**src/rtl/router_pkt_reader.sv**
```systemverilog
// rtl/router_pkt_reader.sv - drains router_fifo through a 2-entry skid buffer, parses header/payload/parity, flushes on stall timeout
module router_pkt_reader #(
    parameter int TIMEOUT = 30
) (
    input  logic       clk,
    input  logic       reset,
    input  logic       fifo_empty,
    input  logic [7:0] fifo_dout,
    output logic       fifo_rd_en,
    output logic [7:0] out_data,
    output logic       out_valid,
    input  logic       out_ready,
    output logic       out_last,
    output logic [1:0] pkt_addr,
    output logic [5:0] pkt_len,
    output logic       pkt_done,
    output logic       parity_err,
    output logic       soft_reset
);

    localparam int SW = (TIMEOUT < 2) ? 1 : $clog2(TIMEOUT + 1);

    typedef enum logic [1:0] {S_HDR, S_BODY, S_PAR} state_t;

    state_t        state_q, state_d;
    logic [5:0]    rem_q, rem_d;
    logic [7:0]    par_q, par_d;
    logic [1:0]    cnt_q, cnt_d;
    logic [9:0]    ent0_q, ent0_d, ent1_q, ent1_d;
    logic          inflight_q, inflight_d;
    logic [SW-1:0] stall_q, stall_d;
    logic          block_q, block_d;
    logic [1:0]    addr_q, addr_d;
    logic [5:0]    len_q, len_d;
    logic          done_q, done_d;
    logic          perr_q, perr_d;

    logic          pop, push, stall;
    logic [2:0]    occ;
    logic [9:0]    new_ent;

    assign pkt_addr   = addr_q;
    assign pkt_len    = len_q;
    assign pkt_done   = done_q;
    assign parity_err = perr_q;

    always_ff @(posedge clk or posedge reset) begin
        if (reset) begin
            state_q    <= S_HDR;
            rem_q      <= '0;
            par_q      <= '0;
            cnt_q      <= '0;
            ent0_q     <= '0;
            ent1_q     <= '0;
            inflight_q <= 1'b0;
            stall_q    <= '0;
            block_q    <= 1'b0;
            addr_q     <= '0;
            len_q      <= '0;
            done_q     <= 1'b0;
            perr_q     <= 1'b0;
        end else begin
            state_q    <= state_d;
            rem_q      <= rem_d;
            par_q      <= par_d;
            cnt_q      <= cnt_d;
            ent0_q     <= ent0_d;
            ent1_q     <= ent1_d;
            inflight_q <= inflight_d;
            stall_q    <= stall_d;
            block_q    <= block_d;
            addr_q     <= addr_d;
            len_q      <= len_d;
            done_q     <= done_d;
            perr_q     <= perr_d;
        end
    end

    always_comb begin
        out_valid  = (cnt_q != 2'd0);
        out_data   = out_valid ? ent0_q[7:0] : 8'h00;
        out_last   = out_valid & ent0_q[8];
        pop        = out_valid & out_ready;
        stall      = out_valid & ~out_ready;
        soft_reset = stall && (stall_q == SW'(TIMEOUT - 1));
        push       = inflight_q & ~soft_reset;
        occ        = 3'(cnt_q) + 3'(inflight_q) - 3'(pop);
        // Reset gates the strobe combinationally so it drops in the same cycle as the async clear.
        fifo_rd_en = ~reset & ~fifo_empty & ~soft_reset & ~block_q & (occ < 3'd2);

        state_d    = state_q;
        rem_d      = rem_q;
        par_d      = par_q;
        addr_d     = addr_q;
        len_d      = len_q;
        new_ent    = {2'b00, fifo_dout};
        if (push) begin
            case (state_q)
                S_HDR: begin
                    addr_d  = fifo_dout[1:0];
                    len_d   = fifo_dout[7:2];
                    rem_d   = fifo_dout[7:2];
                    par_d   = fifo_dout;
                    state_d = (fifo_dout[7:2] != 6'd0) ? S_BODY : S_PAR;
                end
                S_BODY: begin
                    par_d = par_q ^ fifo_dout;
                    rem_d = rem_q - 6'd1;
                    if (rem_q == 6'd1) state_d = S_PAR;
                end
                S_PAR: begin
                    new_ent = {(fifo_dout != par_q), 1'b1, fifo_dout};
                    state_d = S_HDR;
                end
                default: state_d = S_HDR;
            endcase
        end

        // Shift out on pop first, then append the returned byte behind whatever remains.
        ent0_d = ent0_q;
        ent1_d = ent1_q;
        cnt_d  = cnt_q;
        if (pop) begin
            ent0_d = ent1_q;
            cnt_d  = cnt_q - 2'd1;
        end
        if (push && cnt_d != 2'd2) begin
            if (cnt_d == 2'd0) ent0_d = new_ent;
            else               ent1_d = new_ent;
            cnt_d = cnt_d + 2'd1;
        end

        stall_d    = stall ? stall_q + SW'(1) : '0;
        inflight_d = fifo_rd_en;
        block_d    = soft_reset;
        done_d     = pop & ent0_q[8];
        perr_d     = pop & ent0_q[8] & ent0_q[9];

        if (soft_reset) begin
            cnt_d   = 2'd0;
            stall_d = '0;
            state_d = S_HDR;
        end
    end

endmodule
```
**config.mk**
```make
export PLATFORM = sky130hd
export DESIGN_NAME = router_pkt_reader
export DESIGN_NICKNAME = d
export VERILOG_FILES = /design/src/rtl/router_pkt_reader.sv
export SDC_FILE = /design/constraint.sdc
export NUM_CORES = 1
export LEC_CHECK = 0
export ABC_AREA = 1
export BUFFER_PORTS_ARGS = -buffer_cell sky130_fd_sc_hd__buf_2
export CORE_ASPECT_RATIO = 0.75
export CORE_MARGIN = 1
export CORE_UTILIZATION = 50
export DETAILED_ROUTE_END_ITERATION = 10
export PLACE_DENSITY = 0.74
export REMOVE_ABC_BUFFERS = 1
export SLEW_MARGIN = 20
export SYNTH_ARGS = -nofsm -noshare
export SYNTH_HDL_FRONTEND = slang
export SYNTH_SLANG_ARGS = --single-unit
```
**constraint.sdc**
```tcl
create_clock -name clk -period 3.5 [get_ports clk]
set_input_delay 0.35 -clock clk [delete_from_list [all_inputs] [get_ports clk]]
set_output_delay 0.35 -clock clk [all_outputs]
set_load 0.1 [all_outputs]
```
==> flow_summary.yaml, run 1 <==
run_status:
  status: "complete, no violations"
placed_design:
  place_hpwl_um: 4380
  globalplace.congestion: 0.805
  placedCellCount: 474
  port_buffers: 33
critical_path:
  critPathMaxStageDelay_ns: 0.45
  startpoint: "cnt_q[0]$_DFF_PP0_"
  worstSetupStartpointType: "flip-flop"
  worstPathMaxFanout: 10
  criticalPathCategory: "reg2out"
  reg2regPathDepth: 11
  crit_chain: "inv_1, ha_1, inv_6, nand2_8, inv_2, ha_1, or2_2, fa_1, xnor2_1, nand2_1, nor3_2, buf_12"
  critPathSlowestCell: "dfrtp_1"
  reg2reg_slack_ns: 0.95
  endpoint: "fifo_rd_en"
  reg2reg_from: "cnt_q[0]$_DFF_PP0_"
  crit_cells: 12
  path_buf_inv: 4
  timing.rr.end: "ent0_q[6]$_DFF_PP0_"
  cp_data_required_time_ns: 3.15
  critPathTopFamily: "adder cells"
  cp-end-kind: "output pin"
  crit_arrival_ns: 2.95
  path_common_cell: "ha_1"
global_routing:
  grt_usage_pct: 20.6
  antenna_found_initial: 0
  grt_pass1_wl_um: 9870
  overflow: 0
  grt_pass1_vias: 2070
  grt_max_degree: 49
route:
  wl_per_cell_um: 12.5
  drtPass1Iterations: 4
  drtAntennaViolNets: 0
  first_iter_violations: 133
  drc: 0
  num_vias: 2383
  vias_per_cell: 4.94
  routed_wl_um: 6030
yosys:
  avgSynthCellArea_um2: 7.93
  synth_cell_types: 35
  synth_edf_count: 0
  synth_compound_area_share_pct: 12.6
  synth_top_area_cell: "dfrtp_1"
  synth_top_area_share_pct: 46.6
  syn_area_mm2: 0.00295
  ys_seq_elements: 55
  synth_area_leaders: "dfrtp_1 47%, nand2_1 14%, o21ai_0 7.1%"
  ys_warn_count: 0
  muxShareOfSynthArea_pct: 0
  synth_simple_gate_area_share_pct: 24.8
  synth_commonest_cells: "113 x nand2_1, 55 x dfrtp_1, 48 x inv_1, 42 x o21ai_0, 29 x nor2_1"
  yosysMostFrequentCell: "nand2_1"
  synthXorXnorAreaFrac_pct: 2.42
  synth_top_family_by_area: "simple AND/OR/NAND/NOR gates"
  ys.flop_type: "dfrtp_1"
  ys_seq_area_share_pct: 46.6
  synth_cells: 372
  synthAdderAreaFrac_pct: 4.07
  async_reset_ff_share_pct: 100
layout:
  area_delta_synth_final_pct: 10.8
  nets: 427
  drive_gt1_share_pct: 17.0
  nFillCells: 497
  stdcell_count: 482
  antenna_cells: 0
cts:
  post_cts_buffers: 0
  clock_path_buffers: 2
  cts_made_buffers: 5
  htree_levels: 2
  cts_sinks: 55
  root_buffer: "clkbuf_8"
  clkTransAtPathRegs_ns: 0.09
  cts_tree: "done"
  clkLatencyLatePin_ns: 0.30
timing:
  fin_crit_sh_pct: 94.4
  finalSetupViolCount: 0
  rsz0062_at_grt: "no"
  fin_skew_ns: 0.00214
  relSlewSlack_pct: 44.2
  setup_tns_ns: 0
  min_period_ns: 3.30
  drv_slew: 0
  max_freq_ghz: 0.303
  hold_viol: 0
  worstMarginPinSlew_ns: 0.835
power_and_ir_drop:
  cellLeakagePower_nw: 1.72
  vdd_drop_max_v: 0.000529
  p_per_area_mw_per_mm2: 993
floorplanning:
  fp.dieW_um: 90.7
  core_area_mm2: 0.00553
  die-area_mm2: 0.00622
  initial_core_util_pct: 53.4
  rows: 23
  ios: 34
  die_h_um: 68.5
worst_hold_path:
  min_path_type: "in2async"
flow_run:
  maxCapViolCount: 0
-- per-layer routing --
metal  global-route usage, %  wire length, µm  up-vias
met2                    30.6             2610       65
met5                       0                0        -
met3                    4.71              414        8
li1                        -                -     1233
met1                    30.3             2950     1077
met4                    5.85               51        0
-- worst reg2reg max path: cells and delay by family (launching register included) --
family                   cells  cell delay (ns)
AND/OR/NAND/NOR              3             0.72
buffers and inverters        4             0.28
adder cells (fa/ha/maj)      2             0.44
flip-flops                   1             0.45
AO/OA/AOI/OAI                2             0.57
-- cells in the final DEF (no fill, tap or decap), drive strengths merged --
cell    count
xor2        3
o21ai      64
nand2     117
or2         1
inv        52
nand3      15
dfrtp      55
a21boi      1
o21bai      1
nor3        1
clkbuf      7
buf        37
clkinv      2
fa          1
xnor2       3
ha          8
nor3b       1
nor2       33
o21a        1
nand4       4
-- metrics by stage --
step	cell area, µm²	total power, mW	hold slack (ns)	utilization, %	worst slack, ns
2_1_floorplan	2880	2.56	0.455	-	-1.42
4_1_cts	3260	3.26	0.299	59.1	0.0430
6_report	3270	3.25	0.176	59.2	0.195
3_5_place_dp	3180	2.92	0.442	57.6	0.392
5_1_grt	3270	3.50	0.237	59.2	0.00725
3_3_place_gp	3180	2.87	0.440	57.6	0.498
-- how the worst min path moves through the flow --
| stage | cells past startpoint | startpoint | to | slack (ns) |
|---|---|---|---|---|
| after global placement | 1 | block_q$_DFF_PP0_ | inflight_q$_DFF_PP0_ | 0.44 |
| after CTS | 3 | fifo_dout[7] | pkt_len[5]$_DFFE_PP0P_ | 0.30 |
| after floorplan | 2 | ent1_q[2]$_DFFE_PP0P_ | ent1_q[2]$_DFFE_PP0P_ | 0.46 |
| after detailed placement | 1 | block_q$_DFF_PP0_ | inflight_q$_DFF_PP0_ | 0.44 |
| after global routing | 2 | reset | inflight_q$_DFF_PP0_ | 0.24 |
| final | 2 | reset | inflight_q$_DFF_PP0_ | 0.18 |
-- flip-flops by register name, indices dropped and copies added, names as in the netlist --
name,cells
block_q,1
cnt_q,2
ent0_q,10
ent1_q,10
inflight_q,1
par_q,8
parity_err,1
pkt_addr,2
pkt_done,1
pkt_len,6
rem_q,6
stall_q,5
state_q,2
-- area by class of cell --
cell class / count / area, µm² / area share [%]
sequential: 55 / 1380 / 42.1
timing repair buffer: 37 / 210 / 6.43
tap: 75 / 93.8 / 2.87
inverter: 53 / 208 / 6.35
clock inverter: 1 / 5.00 / 0.153
clock buffer: 7 / 76.3 / 2.33
multi-input combinational: 254 / 1300 / 39.8
-- cells by family (layout without fill, tap and decap cells) --
kind of cell	after synthesis	after routing
compound gates	67	67
xor+xnor	6	6
fa+ha+maj	9	9
buf+inv	63	98
flops	55	55
simple gates	172	172
-- report_power, final --
group	switching, mW	internal, mW	leakage, nW	total [mW]
registers	0.161	0.887	0.703	1.05
logic	1.39	0.468	0.977	1.86
clock network	0.201	0.141	0.0422	0.342
total	1.75	1.50	1.72	3.25
-- repair_timing --
item                                    4_1_cts  5_1_grt
endpoints found under the setup margin        0        1
resized for setup                             0        1
hold buffers                                  0        0
No activity file was read; power rests on OpenSTA's default activity.
==> run 2, diff against run 1 <==
CELL_PAD_IN_SITES_DETAIL_PLACEMENT = 0   (was not set)
CELL_PAD_IN_SITES_GLOBAL_PLACEMENT = 1   (was not set)
CORE_UTILIZATION = 43   (was 50)
PLACE_DENSITY = 0.83   (was 0.74)
==> run 2 against run 1 <==
Effect of this change:
- the flow now finishes with violations (DRC)
- sequential power about the same
- highest routed layer unchanged
- critical endpoint unchanged
- sequential share of layout area shrank 0.54 points
- largest power group unchanged
- via count is 0.97% lower
- non-clock buffer count is the same
==> flow_summary.yaml, run 2 (synthesized netlist as in run 1, its figures left out) <==
timing:
  relSlewSlack_pct: 54.1
  fin_crit_sh_pct: 94.0
  finalSetupViolCount: 0
  fin_skew_ns: 0.00618
  max_freq_ghz: 0.304
  setup_tns_ns: 0
  drv_slew: 0
  setup_ws_ns: 0.211
  rsz0062_at_grt: "no"
  hold_viol: 0
  worstMarginPinSlew_ns: 0.686
  min_period_ns: 3.29
  hold_slack_ns: 0.140
placed_design:
  globalplace.congestion: 0.796
  port_buffers: 33
  place_hpwl_um: 4540
  place_ws_ns: 0.439
worst_hold_path:
  min_path_type: "in2async"
flow_run:
  maxCapViolCount: 0
cts:
  cts_hold_buf: 0
  cts_tree: "done"
  cts_made_buffers: 5
  htree_levels: 2
  clkLatencyLatePin_ns: 0.31
  cts_sinks: 55
  clock_path_buffers: 2
  clkTransAtPathRegs_ns: 0.10
  root_buffer: "clkbuf_8"
route:
  drc: 6
  wl_per_cell_um: 12.5
  routed_wl_um: 6120
  first_iter_violations: 97
  num_vias: 2360
  drtPass1Iterations: 7
  drtAntennaViolNets: 0
  vias_per_cell: 4.84
power_and_ir_drop:
  clkPwrFrac_pct: 13.1
  power_switching_mw: 1.76
  p_int_mw: 1.58
  pwr-share-seq_pct: 31.3
  pwr-share-comb_pct: 55.6
  cellLeakagePower_nw: 1.74
  vdd_drop_max_v: 0.000480
  p_sw_share_pct: 52.6
  p_per_area_mw_per_mm2: 1010
  total_power_mw: 3.34
layout:
  drive_gt1_share_pct: 17.4
  postLayoutCoreUtil_pct: 51.1
  final_cell_mix: "113 x nand2_1, 55 x dfrtp_1, 47 x inv_1"
  largest_registers: "ent0_q x10, ent1_q x10, par_q x8"
  final_common_cell: "nand2_1"
  nFillCells: 650
  nets: 427
  area_delta_synth_final_pct: 12.2
  antenna_cells: 0
critical_path:
  critPathTopFamily: "adder cells"
  reg2regPathDepth: 11
  reg2reg_slack_ns: 0.89
  reg2reg_from: "cnt_q[0]$_DFF_PP0_"
  worstSetupStartpointType: "flip-flop"
  path_buf_inv: 4
  timing.rr.end: "ent0_q[0]$_DFF_PP0_"
  worstPathMaxFanout: 10
  critPathSlowestCell: "dfrtp_1"
  cp_data_required_time_ns: 3.15
  cp-end-kind: "output pin"
  crit_cells: 12
  crit_chain: "inv_1, ha_1, inv_6, nand2_8, inv_2, ha_1, or2_2, fa_1, xnor2_1, nand2_1, nor3_2, buf_12"
  crit_arrival_ns: 2.94
  critPathMaxStageDelay_ns: 0.45
  path_common_cell: "ha_1"
  criticalPathCategory: "reg2out"
global_routing:
  antenna_found_initial: 0
  grt_max_degree: 32
  overflow: 0
  grt_pass1_wl_um: 10300
  grt_usage_pct: 18.6
  grt_pass1_vias: 2172
run_status:
  status: "finished with violations"
  violations: "DRC"
floorplanning:
  ios: 34
  initial_core_util_pct: 45.6
  die_h_um: 73.8
  die-area_mm2: 0.00720
  core_area_mm2: 0.00647
  fp.dieW_um: 97.7
  rows: 25
[run 2: layout make-up]
class | count | area [µm²] | share of cell area, %
inverter | 53 | 206 | 6.23
multi-input combinational | 254 | 1300 | 39.3
timing repair buffer | 37 | 210 | 6.35
sequential | 55 | 1380 | 41.6
clock inverter | 2 | 35.0 | 1.06
clock buffer | 6 | 82.6 | 2.49
tap | 81 | 101 | 3.06
[run 2: power by group through the flow]
stage,combinational (mW),sequential (mW),clock (mW)
after global routing,2.05,1.08,0.475
after global placement,1.83,1.05,0
after floorplan,1.24,1.32,0
final,1.86,1.05,0.438
after CTS,1.87,1.05,0.457
after detailed placement,1.86,1.06,0
[run 2: stage by stage]
| stage | instances | instance area [µm²] |
|---|---|---|
| after floorplan | 362 | 2880 |
| after detailed placement | 480 | 3190 |
| after global placement | 480 | 3190 |
| final | 488 | 3310 |
| after global routing | 488 | 3310 |
| after CTS | 488 | 3310 |
[run 2: timing repair]
action                     CTS  global route
setup endpoints to repair    0             1
setup buffers                0             0
resized for setup            0             1
[run 2: worst max-delay path by stage]
stage | startpoint | end | slack (ns)
finish | cnt_q[0]$_DFF_PP0_ | fifo_rd_en | 0.21
detailed placement | cnt_q[0]$_DFF_PP0_ | fifo_rd_en | 0.44
CTS | cnt_q[0]$_DFF_PP0_ | fifo_rd_en | 0.08
floorplan | cnt_q[0]$_DFF_PP0_ | fifo_rd_en | -1.42
global route | cnt_q[0]$_DFF_PP0_ | fifo_rd_en | 0.03
global placement | cnt_q[0]$_DFF_PP0_ | fifo_rd_en | 0.46
[run 2: layer usage]
layer	vias up	track usage (%)	wire, µm
met5	-	0	0
met4	0	5.05	28
met3	2	3.43	277
met2	40	28.4	2590
met1	1090	27.1	3220
li1	1228	-	-
